$ cat config.mk
export PLATFORM = sky130hd
export DESIGN_NAME = riscv_divider_if
export DESIGN_NICKNAME = d
export VERILOG_FILES = /design/src/rtl/riscv_divider_pkg.sv /design/src/rtl/riscv_div_core.sv /design/src/rtl/riscv_divider_if.sv
export SDC_FILE = /design/constraint.sdc
export NUM_CORES = 1
export LEC_CHECK = 0
export ABC_CLOCK_PERIOD_IN_PS = 8500
export CORE_UTILIZATION = 57
export CTS_CLUSTER_SIZE = 10
export DETAILED_ROUTE_END_ITERATION = 12
export GPL_TIMING_DRIVEN = 0
export PLACE_DENSITY = 0.86
export SLEW_MARGIN = 40
export SYNTH_ARGS = -nofsm -noshare
export SYNTH_HDL_FRONTEND = slang
export SYNTH_HIERARCHICAL = 1
export SYNTH_SLANG_ARGS = --single-unit
$ cat constraint.sdc
create_clock -name HCLK -period 8.5 [get_ports HCLK]
set_input_delay 2.55 -clock HCLK [delete_from_list [all_inputs] [get_ports HCLK]]
set_output_delay 2.55 -clock HCLK [all_outputs]
set_load 0.005 [all_outputs]
$ cat src/rtl/riscv_divider_pkg.sv
// Shared definitions for the memory-mapped iterative divider slave.
// Register indices are HADDR[4:2]; FSM encoding is shared with the core.
package riscv_divider_pkg;

    localparam logic [2:0] IDX_DIVIDEND  = 3'd0;
    localparam logic [2:0] IDX_DIVISOR   = 3'd1;
    localparam logic [2:0] IDX_CTRL      = 3'd2;
    localparam logic [2:0] IDX_STATUS    = 3'd3;
    localparam logic [2:0] IDX_QUOTIENT  = 3'd4;
    localparam logic [2:0] IDX_REMAINDER = 3'd5;

    localparam logic [1:0] HRESP_OKAY  = 2'b00;
    localparam logic [1:0] HRESP_ERROR = 2'b01;

    localparam logic [2:0] HSIZE_WORD = 3'b010;

    localparam int CTRL_START  = 0;
    localparam int CTRL_SIGNED = 1;

    localparam int ST_BUSY = 0;
    localparam int ST_DONE = 1;
    localparam int ST_DBZ  = 2;

    typedef enum logic [1:0] {
        S_IDLE = 2'd0,
        S_CALC = 2'd1,
        S_FIX  = 2'd2
    } div_state_t;

    typedef struct packed {
        logic       write;
        logic [2:0] idx;
        logic       size_ok;
    } dp_t;

    function automatic logic [31:0] mag(input logic [31:0] v, input logic s);
        return (s && v[31]) ? (~v + 32'd1) : v;
    endfunction

endpackage

$ cat src/rtl/riscv_div_core.sv
// Radix-2 restoring divider: 32 CALC cycles then one sign-fix cycle.
// Divide-by-zero bypasses CALC and returns all-ones / dividend.
module riscv_div_core
    import riscv_divider_pkg::*;
(
    input  logic        clk,
    input  logic        rst,
    input  logic        start,
    input  logic        signed_op,
    input  logic [31:0] dividend,
    input  logic [31:0] divisor,
    output logic        busy,
    output logic        done,
    output logic        dbz,
    output logic [31:0] quotient,
    output logic [31:0] remainder
);

    div_state_t  state;
    logic [5:0]  cnt;
    logic [31:0] r;
    logic [31:0] q;
    logic [31:0] d_mag;
    logic [31:0] dvd_orig;
    logic        neg_q;
    logic        neg_r;

    logic [32:0] shifted;
    logic [32:0] diff;
    logic        ge;
    logic [31:0] next_r;
    logic [31:0] next_q;

    always_comb begin
        shifted = {r, q[31]};
        diff    = shifted - {1'b0, d_mag};
        ge      = ~diff[32];
        next_r  = ge ? diff[31:0] : shifted[31:0];
        next_q  = {q[30:0], ge};
    end

    assign busy = (state != S_IDLE);

    always_ff @(posedge clk) begin
        if (rst) begin
            state     <= S_IDLE;
            cnt       <= '0;
            r         <= '0;
            q         <= '0;
            d_mag     <= '0;
            dvd_orig  <= '0;
            neg_q     <= 1'b0;
            neg_r     <= 1'b0;
            done      <= 1'b0;
            dbz       <= 1'b0;
            quotient  <= '0;
            remainder <= '0;
        end else begin
            unique case (state)
                S_IDLE: begin
                    if (start) begin
                        r        <= '0;
                        q        <= mag(dividend, signed_op);
                        d_mag    <= mag(divisor, signed_op);
                        dvd_orig <= dividend;
                        neg_q    <= signed_op & (dividend[31] ^ divisor[31]);
                        neg_r    <= signed_op & dividend[31];
                        cnt      <= '0;
                        done     <= 1'b0;
                        dbz      <= (divisor == '0);
                        state    <= (divisor == '0) ? S_FIX : S_CALC;
                    end
                end
                S_CALC: begin
                    r   <= next_r;
                    q   <= next_q;
                    cnt <= cnt + 6'd1;
                    if (cnt == 6'd31)
                        state <= S_FIX;
                end
                S_FIX: begin
                    if (dbz) begin
                        quotient  <= '1;
                        remainder <= dvd_orig;
                    end else begin
                        quotient  <= neg_q ? (~q + 32'd1) : q;
                        remainder <= neg_r ? (~r + 32'd1) : r;
                    end
                    done  <= 1'b1;
                    state <= S_IDLE;
                end
                default: state <= S_IDLE;
            endcase
        end
    end

endmodule

$ cat src/rtl/riscv_divider_if.sv
// AHB-Lite slave front end: data-phase register, register file,
// result-read stalls and two-cycle ERROR responses around riscv_div_core.
module riscv_divider_if
    import riscv_divider_pkg::*;
#(
    parameter int W_ADDR = 32,
    parameter int W_DATA = 32
) (
    input  logic              HCLK,
    input  logic              HRESET,
    input  logic              sl_HSEL,
    input  logic              sl_HREADY,
    input  logic [1:0]        sl_HTRANS,
    input  logic [2:0]        sl_HBURST,
    input  logic [2:0]        sl_HSIZE,
    input  logic [W_ADDR-1:0] sl_HADDR,
    input  logic              sl_HWRITE,
    input  logic [W_DATA-1:0] sl_HWDATA,
    output logic              out_sl_HREADY,
    output logic [1:0]        out_sl_HRESP,
    output logic [W_DATA-1:0] out_sl_HRDATA
);

    dp_t         dp;
    logic        dp_valid;
    logic        err2;
    logic [31:0] dividend;
    logic [31:0] divisor;

    logic        busy;
    logic        done;
    logic        dbz;
    logic [31:0] quotient;
    logic [31:0] remainder;

    logic        accept;
    logic        is_rw;
    logic        is_ro;
    logic        unmapped;
    logic        dp_err;
    logic        dp_stall;
    logic        hready_int;
    logic        wr_en;
    logic        start;
    logic [31:0] rdata;

    logic        unused_bits;
    assign unused_bits = ^{sl_HBURST, sl_HTRANS[0],
                           sl_HADDR[W_ADDR-1:5], sl_HADDR[1:0]};

    assign accept = sl_HSEL & sl_HREADY & sl_HTRANS[1];

    always_comb begin
        is_rw    = (dp.idx <= IDX_CTRL);
        is_ro    = (dp.idx >= IDX_STATUS) && (dp.idx <= IDX_REMAINDER);
        unmapped = (dp.idx > IDX_REMAINDER);
        dp_err   = dp_valid & (~dp.size_ok | unmapped
                   | (dp.write & is_ro) | (dp.write & is_rw & busy));
        dp_stall = dp_valid & ~dp_err & ~dp.write & busy
                   & ((dp.idx == IDX_QUOTIENT) | (dp.idx == IDX_REMAINDER));
        hready_int = ~(dp_err | dp_stall);
        wr_en    = dp_valid & dp.write & ~dp_err;
        start    = wr_en & (dp.idx == IDX_CTRL) & sl_HWDATA[CTRL_START];
    end

    always_comb begin
        rdata = '0;
        if (dp_valid && !dp.write && hready_int) begin
            unique case (1'b1)
                dp.idx == IDX_DIVIDEND:  rdata = dividend;
                dp.idx == IDX_DIVISOR:   rdata = divisor;
                dp.idx == IDX_STATUS:    rdata = {29'd0, dbz, done, busy};
                dp.idx == IDX_QUOTIENT:  rdata = quotient;
                dp.idx == IDX_REMAINDER: rdata = remainder;
                default:                 rdata = '0;
            endcase
        end
    end

    assign out_sl_HREADY = hready_int;
    assign out_sl_HRESP  = (dp_err | err2) ? HRESP_ERROR : HRESP_OKAY;
    assign out_sl_HRDATA = rdata;

    always_ff @(posedge HCLK) begin
        if (HRESET) begin
            dp_valid <= 1'b0;
            dp       <= '0;
            err2     <= 1'b0;
            dividend <= '0;
            divisor  <= '0;
        end else begin
            err2 <= dp_err;
            // ERROR first cycle drops the transfer and ignores any new address
            if (dp_err) begin
                dp_valid <= 1'b0;
            end else if (hready_int) begin
                dp_valid <= accept;
                if (accept) begin
                    dp.write   <= sl_HWRITE;
                    dp.idx     <= sl_HADDR[4:2];
                    dp.size_ok <= (sl_HSIZE == HSIZE_WORD);
                end
            end
            if (wr_en && dp.idx == IDX_DIVIDEND)
                dividend <= sl_HWDATA;
            if (wr_en && dp.idx == IDX_DIVISOR)
                divisor <= sl_HWDATA;
        end
    end

    riscv_div_core u_core (
        .clk       (HCLK),
        .rst       (HRESET),
        .start     (start),
        .signed_op (sl_HWDATA[CTRL_SIGNED]),
        .dividend  (dividend),
        .divisor   (divisor),
        .busy      (busy),
        .done      (done),
        .dbz       (dbz),
        .quotient  (quotient),
        .remainder (remainder)
    );

endmodule
# [Yosys cells after proc, flatten, opt, wreduce, memory -nomap -nowiden]
# Cells that the tools add are included.
[classes] add_sub_neg=6 eq_ne=11 magnitude_cmp=4 reduce_logical=20 n_bitwise=32 mux=22
[op_table] operator="two-way mux 32 bit" n=10
[op_table] operator="one-hot mux 32 bit (5 select lines)" n=1
[op_table] operator="adder 32 x 1 -> 32 bit, second input constant" n=4
[op_table] operator="inverter 32 bit" n=4
[op_table] operator="one-hot mux 32 bit (2 select lines)" n=2
[op_table] operator="subtractor 33 x 32 -> 33 bit" n=1
[op_table] operator="zero test 32 bit" n=1
[op_table] operator="bitwise AND 1 bit" n=16
[op_table] operator="one-hot mux 6 bit (2 select lines)" n=1
[op_table] operator="== test 3 x 2 -> 1 bit, second input constant" n=3
[op_table] operator="AND reduction 2 bit" n=4
[op_table] operator="logical AND 1 bit" n=7
[op_table] operator="adder 6 x 1 -> 6 bit, second input constant" n=1
[op_table] operator="== test 3 bit, second input constant" n=2
[op_table] operator="== test 6 x 5 -> 1 bit, second input constant" n=1
[op_table] operator="two-way mux 2 bit" n=3
[op_table] operator="two-way mux 6 bit" n=1
[op_table] operator="OR 1 bit" n=6
[op_table] operator="nonzero test 2 bit" n=3
[op_table] operator="inverter 1 bit" n=5
[op_table] operator="one-hot mux 2 bit (2 select lines)" n=1
[op_table] operator="== test 3 x 1 -> 1 bit, second input constant" n=1
[op_table] operator="greater-or-equal comparator 3 x 2 -> 1 bit, second input constant" n=1
[op_table] operator="greater-than comparator 3 bit, second input constant" n=1
[op_table] operator="other kinds (14)" n=15
[word_totals] elab_cells=114 in_bits=77 reg_bits=275 out_inout_bits=35

# [Longest topological paths before layout]
[logic_depth] ltp_word=15 mapped_depth=14 mapped_depth_nobuf=12

# [Cells and area by module]
# Netlist, hierarchy kept.
[modules_own_cells] module="riscv_div_core" cells_each=1633 seq_area_each_um2=4083.9 area_each_um2=12261.8 instances=1
[modules_own_cells] module="riscv_divider_if" cells_each=350 seq_area_each_um2=1421.4 area_each_um2=3768.6 instances=1

# [Least setup slack after synthesis]
# Ideal clock, no wire load.
[synth_timing] path_kind="input-to-reg" start="in sl_HWDATA[0]" end="reg u_core.d_mag[24]" arrival_time_ns=4.007 path_stages=7 slack_ns=4.351 setup_time_ns=0.142 path_cell_list="nand2_1 nor4_1 nand2b_1 nor2_1 clkbuf_1 clkbuf_1 a311oi_1"
[synth_via] elab_chain_cells=2
[synth_rtl] item="from (decl)" line_no="riscv_divider_if.sv:18" rtl="input logic [W_DATA-1:0] sl_HWDATA,"
[synth_rtl] item="bitwise AND 1 bit" line_no="riscv_divider_if.sv:63" rtl="start = wr_en & (dp.idx == IDX_CTRL) & sl_HWDATA[CTRL_START];"
[synth_rtl] item="via start" line_no="riscv_divider_if.sv:44" rtl="logic start;"
[synth_rtl] item="AND reduction 2 bit (no source line)"
[synth_rtl] item="to (signal assigned)" line_no="riscv_div_core.sv:64" rtl="d_mag <= mag(divisor, signed_op);"
[synth_rtl] item="to (decl)" line_no="riscv_div_core.sv:23" rtl="logic [31:0] d_mag;"
# The timed path passes the listed nets, and every way through them passes these cells.
# A chain may end at the register's enable or synchronous reset.

# [Worst setup path after layout]
[layout_timing] start="reg u_core.state[0]" end="out out_sl_HRDATA[20]"
[layout_via] elab_chain_cells=13
[layout_rtl] item="from (decl)" line_no="riscv_div_core.sv:19" rtl="div_state_t state;"
[layout_rtl] item="from (signal assigned)" line_no="riscv_div_core.sv:71" rtl="state <= (divisor == '0) ? S_FIX : S_CALC;"
[layout_rtl] item="nonzero test 2 bit (*)" line_no="riscv_div_core.sv:42" rtl="assign busy = (state != S_IDLE);"
[layout_rtl] item="via busy" line_no="riscv_divider_if.sv:30" rtl="logic busy;"
[layout_rtl] item="bitwise AND 1 bit" line_no="riscv_divider_if.sv:58" rtl="| (dp.write & is_ro) | (dp.write & is_rw & busy));"
[layout_rtl] item="OR 1 bit" line_no="riscv_divider_if.sv:58"
[layout_rtl] item="bitwise AND 1 bit" line_no="riscv_divider_if.sv:57" rtl="dp_err = dp_valid & (~dp.size_ok | unmapped"
[layout_rtl] item="inverter 1 bit (no source line)"
[layout_rtl] item="bitwise AND 1 bit (3 in series)" line_no="riscv_divider_if.sv:59" rtl="dp_stall = dp_valid & ~dp_err & ~dp.write & busy"
[layout_rtl] item="bitwise AND 1 bit" line_no="riscv_divider_if.sv:60" rtl="& ((dp.idx == IDX_QUOTIENT) | (dp.idx == IDX_REMAINDER));"
[layout_rtl] item="OR 1 bit (*)" line_no="riscv_divider_if.sv:61" rtl="hready_int = ~(dp_err | dp_stall);"
[layout_rtl] item="inverter 1 bit (no source line) (*)"
[layout_rtl] item="logical AND 1 bit (*)" line_no="riscv_divider_if.sv:68" rtl="if (dp_valid && !dp.write && hready_int) begin"
[layout_rtl] item="two-way mux 32 bit (*)" line_no="riscv_divider_if.sv:68"
[layout_rtl] item="to (decl)" line_no="riscv_divider_if.sv:21" rtl="output logic [W_DATA-1:0] out_sl_HRDATA"
# The timed path passes the listed nets; every way through them passes the cells marked *.

==> results.py <==
metrics = {
    "place": {
        "io_buffer_count": 77,
        "detailedPlace.worstSlack_ns": 2.32,
        "post_dp_cell_area_um2": 17300,
        "place.detailed.hpwl_mm": 40.3,
        "globalplace.congestion": 1.02,
    },
    "logic_synthesis": {
        "synth.net_count": 2098,
        "synth-xor-area-share_pct": 7.38,
        "synthesis.area_um2": 16000,
        "synthArstFlopShare_pct": 0,
        "syn_inst": 1983,
        "yosys_warnings": 6,
        "ys_seq_area_share_pct": 34.3,
        "synth_compound_gate_area_share_pct": 19.4,
        "combinational_family_with_the_most_area_after_synthesis": "simple AND/OR/NAND/NOR gates",
        "post_synth_fa_ha_maj_area_fraction_pct": 3.01,
        "synth.area.mux_share_pct": 9.22,
        "yosysTopAreaCellShare_pct": 34.3,
        "netlist-cell-type-count": 74,
        "synth_area_leader_cell": "dfxtp_1",
        "ys_ff_latch": 275,
        "synth_simple_gate_area_share_pct": 21.7,
        "synth_top_cells_by_area": "dfxtp_1, nand2_1, nor2_1, mux2i_1, a21oi_1",
        "synth_edf_count": 0,
        "post_synth.cell_area_avg_um2": 8.08,
        "synth_flop_cell": "dfxtp_1",
    },
    "cells_and_area": {
        "layout_commonest_cell": "nand2_1",
        "num-nets-final": 2208,
        "final_cell_mix": "nand2_1, dfxtp_1, nor2_1",
        "drive_gt1_share_pct": 5.21,
        "postLayoutCellArea_um2": 18100,
        "synthToLayoutAreaGrowth_pct": 12.9,
    },
    "die": {
        "standard_cell_rows": 61,
        "die_outline_area_um2": 28800,
        "core_region_area_um2": 27700,
        "die-height_um": 170,
        "initial_core_util_pct": 57.9,
        "io_pins": 112,
        "die_width_um": 170,
    },
    "setup_path": {
        "worst-endpoint-arrival_ns": 3.54,
        "slowest_stage": "clkbuf_1",
        "startpoint_type": "register",
        "r2r_start": "dp[1]$_SDFFE_PP0P_",
        "worst_path_largest_cell_delay_ns": 0.59,
        "crit_path_max_fanout": 10,
        "reg2regPathDepth": 10,
        "start_point_of_the_critical_path": "u_core/state[0]$_SDFFE_PP0P_",
        "critical_path_class": "reg2out",
        "critical_path.endpoint_type": "primary output",
        "critical_path.cell_chain": "or2_2, buf_2, nand2_1, nand4_1, clkbuf_1, clkbuf_1, nor2b_1, clkdlybuf4s50_1",
        "cell_repeated_most_along_the_worst_path": "clkbuf_1",
        "cp_data_required_time_ns": 5.95,
    },
    "sta": {
        "report.final.hold_viol_count": 0,
        "timing.final.crit_share_pct": 71.7,
        "fin_worst_skew_ns": 0.0177,
        "timing.final.ws_setup_ns": 2.41,
        "max_frequency_mhz": 164,
        "max-slew-margin-rel_pct": 37.5,
        "finalSetupTns_ns": 0,
        "unrepaired_setup_endpoints_after_global_routing": "false",
        "finalMaxSlewViolations": 0,
        "worst_pin_slew_ns": 0.934,
        "report.final.setup_viol": 0,
        "finalCriticalPeriod_ns": 6.09,
        "whs_ns": 0.453,
    },
    "global_route": {
        "grt_antenna_before_repair": 1,
        "gr-total-overflow": 0,
        "pin_count_of_the_biggest_net_entering_global_routing": 15,
        "number_of_global_route_vias_before_repair": 15640,
        "groute.usage.overall_pct": 37.8,
        "grt_pass1_wl_mm": 84.7,
    },
    "pwr": {
        "irDropWorstVdd_mv": 0.184,
        "power.leakage_nw": 6.31,
        "p_per_area_nw_per_um2": 140,
    },
    "detailed_routing": {
        "drt_first_pass_iters": 7,
        "final_antenna_net_count": 0,
        "drt_drc_violations_left": 0,
        "detail_route.vias_per_cell": 6.67,
        "detail_route.wl_per_cell_um": 22.4,
        "drt-total-wl_mm": 55.4,
        "routed-via-count": 16507,
        "detailedRoute.firstIterationViolations": 2340,
    },
    "worst_hold_path": {
        "hold_path_cell_cnt": 2,
        "min_from": "u_core/dvd_orig[10]$_SDFFE_PP0P_",
        "holdCritPathClass": "reg2reg",
    },
    "cts": {
        "cts.hold.buffers_added": 0,
        "cts-buffers-inserted": 31,
        "cts_tree": "built",
        "cts_max_level": 1,
        "post_cts_buffers": 0,
        "clk-insertion-delay-late_ns": 0.57,
        "cts_root_buf": "clkbuf_16",
        "cts_max_path_buffers": 3,
        "clk_pin_slew_worst_paths_ns": 0.06,
        "clock_sink_count": 275,
        "cts_resizes": 0,
    },
    "outcome": {
        "run_status": "finished clean",
    },
    "run": {
        "timing.max_cap.violations": 0,
    },
}
Yosys cell counts (all sizes together), types with 5 or more instances:
master / number
nor2b: 39
o41ai: 12
a31oi: 8
nand3b: 5
nor4: 21
o211ai: 20
a2bb2oi: 5
a222oi: 28
o31ai: 37
and3: 11
nor3: 38
xor2: 73
nor2: 231
or3: 20
mux4: 29
nor3b: 5
a21o: 10
o21ai: 103
dfxtp: 275
o2111ai: 7
inv: 55
mux2i: 79
a41oi: 5
a211oi: 55
a21oi: 147
buf: 28
nand4: 20
nand2b: 20
or2: 7
nand2: 280
xnor2: 62
ha: 37
clkbuf: 104
o22ai: 8
or4: 16
and2: 5
nand3: 29
a311oi: 9
stage by stage:
stage          std cells  power, W  util (%)
3_5_place_dp        2438   0.00139      62.4
3_3_place_gp        2438   0.00139      62.3
4_1_cts             2472   0.00252      65.3
2_1_floorplan       1983   0.00135         -
5_1_grt             2472   0.00258      65.3
6_report            2473   0.00253      65.3
state kept, by name, summed over array words and instances, names as in the netlist:
register and cells:
u_core/neg_q 1, err2 1, u_core/r 32, u_core/dbz 1, u_core/state 2, u_core/q 32, u_core/quotient 32, u_core/neg_r 1
divisor 32, dividend 32, dp_valid 1, u_core/d_mag 32, u_core/dvd_orig 32, dp 5, u_core/done 1, u_core/remainder 32
u_core/cnt 6
metal layers:
metal  wire length (um)  global-route usage, %
met5                  0                      0
met4               3760                   24.7
met3               7350                   8.79
met2              24500                   59.4
met1              19800                   46.3
cell type report:
cell class,count,area (um2)
diodes,1,2.50
plain buffers,132,569
clock buffers,34,807
fillers,2238,9600
inverters,58,218
multi-input cells,1518,9760
flip-flops and latches,275,5510
well taps,378,473
repair buffers,77,771
cell families (layout without fill, tap and decap cells):
group	after synthesis	after routing
AOI/OAI and AO/OA	479	479
and+or+nand+nor	754	754
buffers and inverters	190	301
other	1	2
muxes	111	111
adders and majority gates	38	38
xor gates and xnor gates	135	135
DFF	275	275
path summary, 6_finish.rpt:
check                                          end  slack (ns)
setup / recovery                 out_sl_HRDATA[20]        2.41
hold / removal    u_core/dvd_orig[10]$_SDFFE_PP0P_        0.45
setup reg to reg  u_core/dvd_orig[23]$_SDFFE_PP0P_        3.98
hold reg to reg   u_core/dvd_orig[10]$_SDFFE_PP0P_        0.45
where the power goes:
group,leakage [nW],internal (W),total (W),switching (W)
logic,3.69,0.0000295,0.0000754,0.0000459
registers,2.21,0.00129,0.00129,0.00000101
clock network,0.398,0.000653,0.00116,0.000507
total,6.31,0.00197,0.00253,0.000554
critical path: cells and delay by family (launching register included):
kind                   cells  cell delay [ns]
buffers and inverters      4             1.84
flip-flops                 1             0.47
AND/OR/NAND/NOR            4             0.66
No activity file was read; power rests on OpenSTA's default activity.
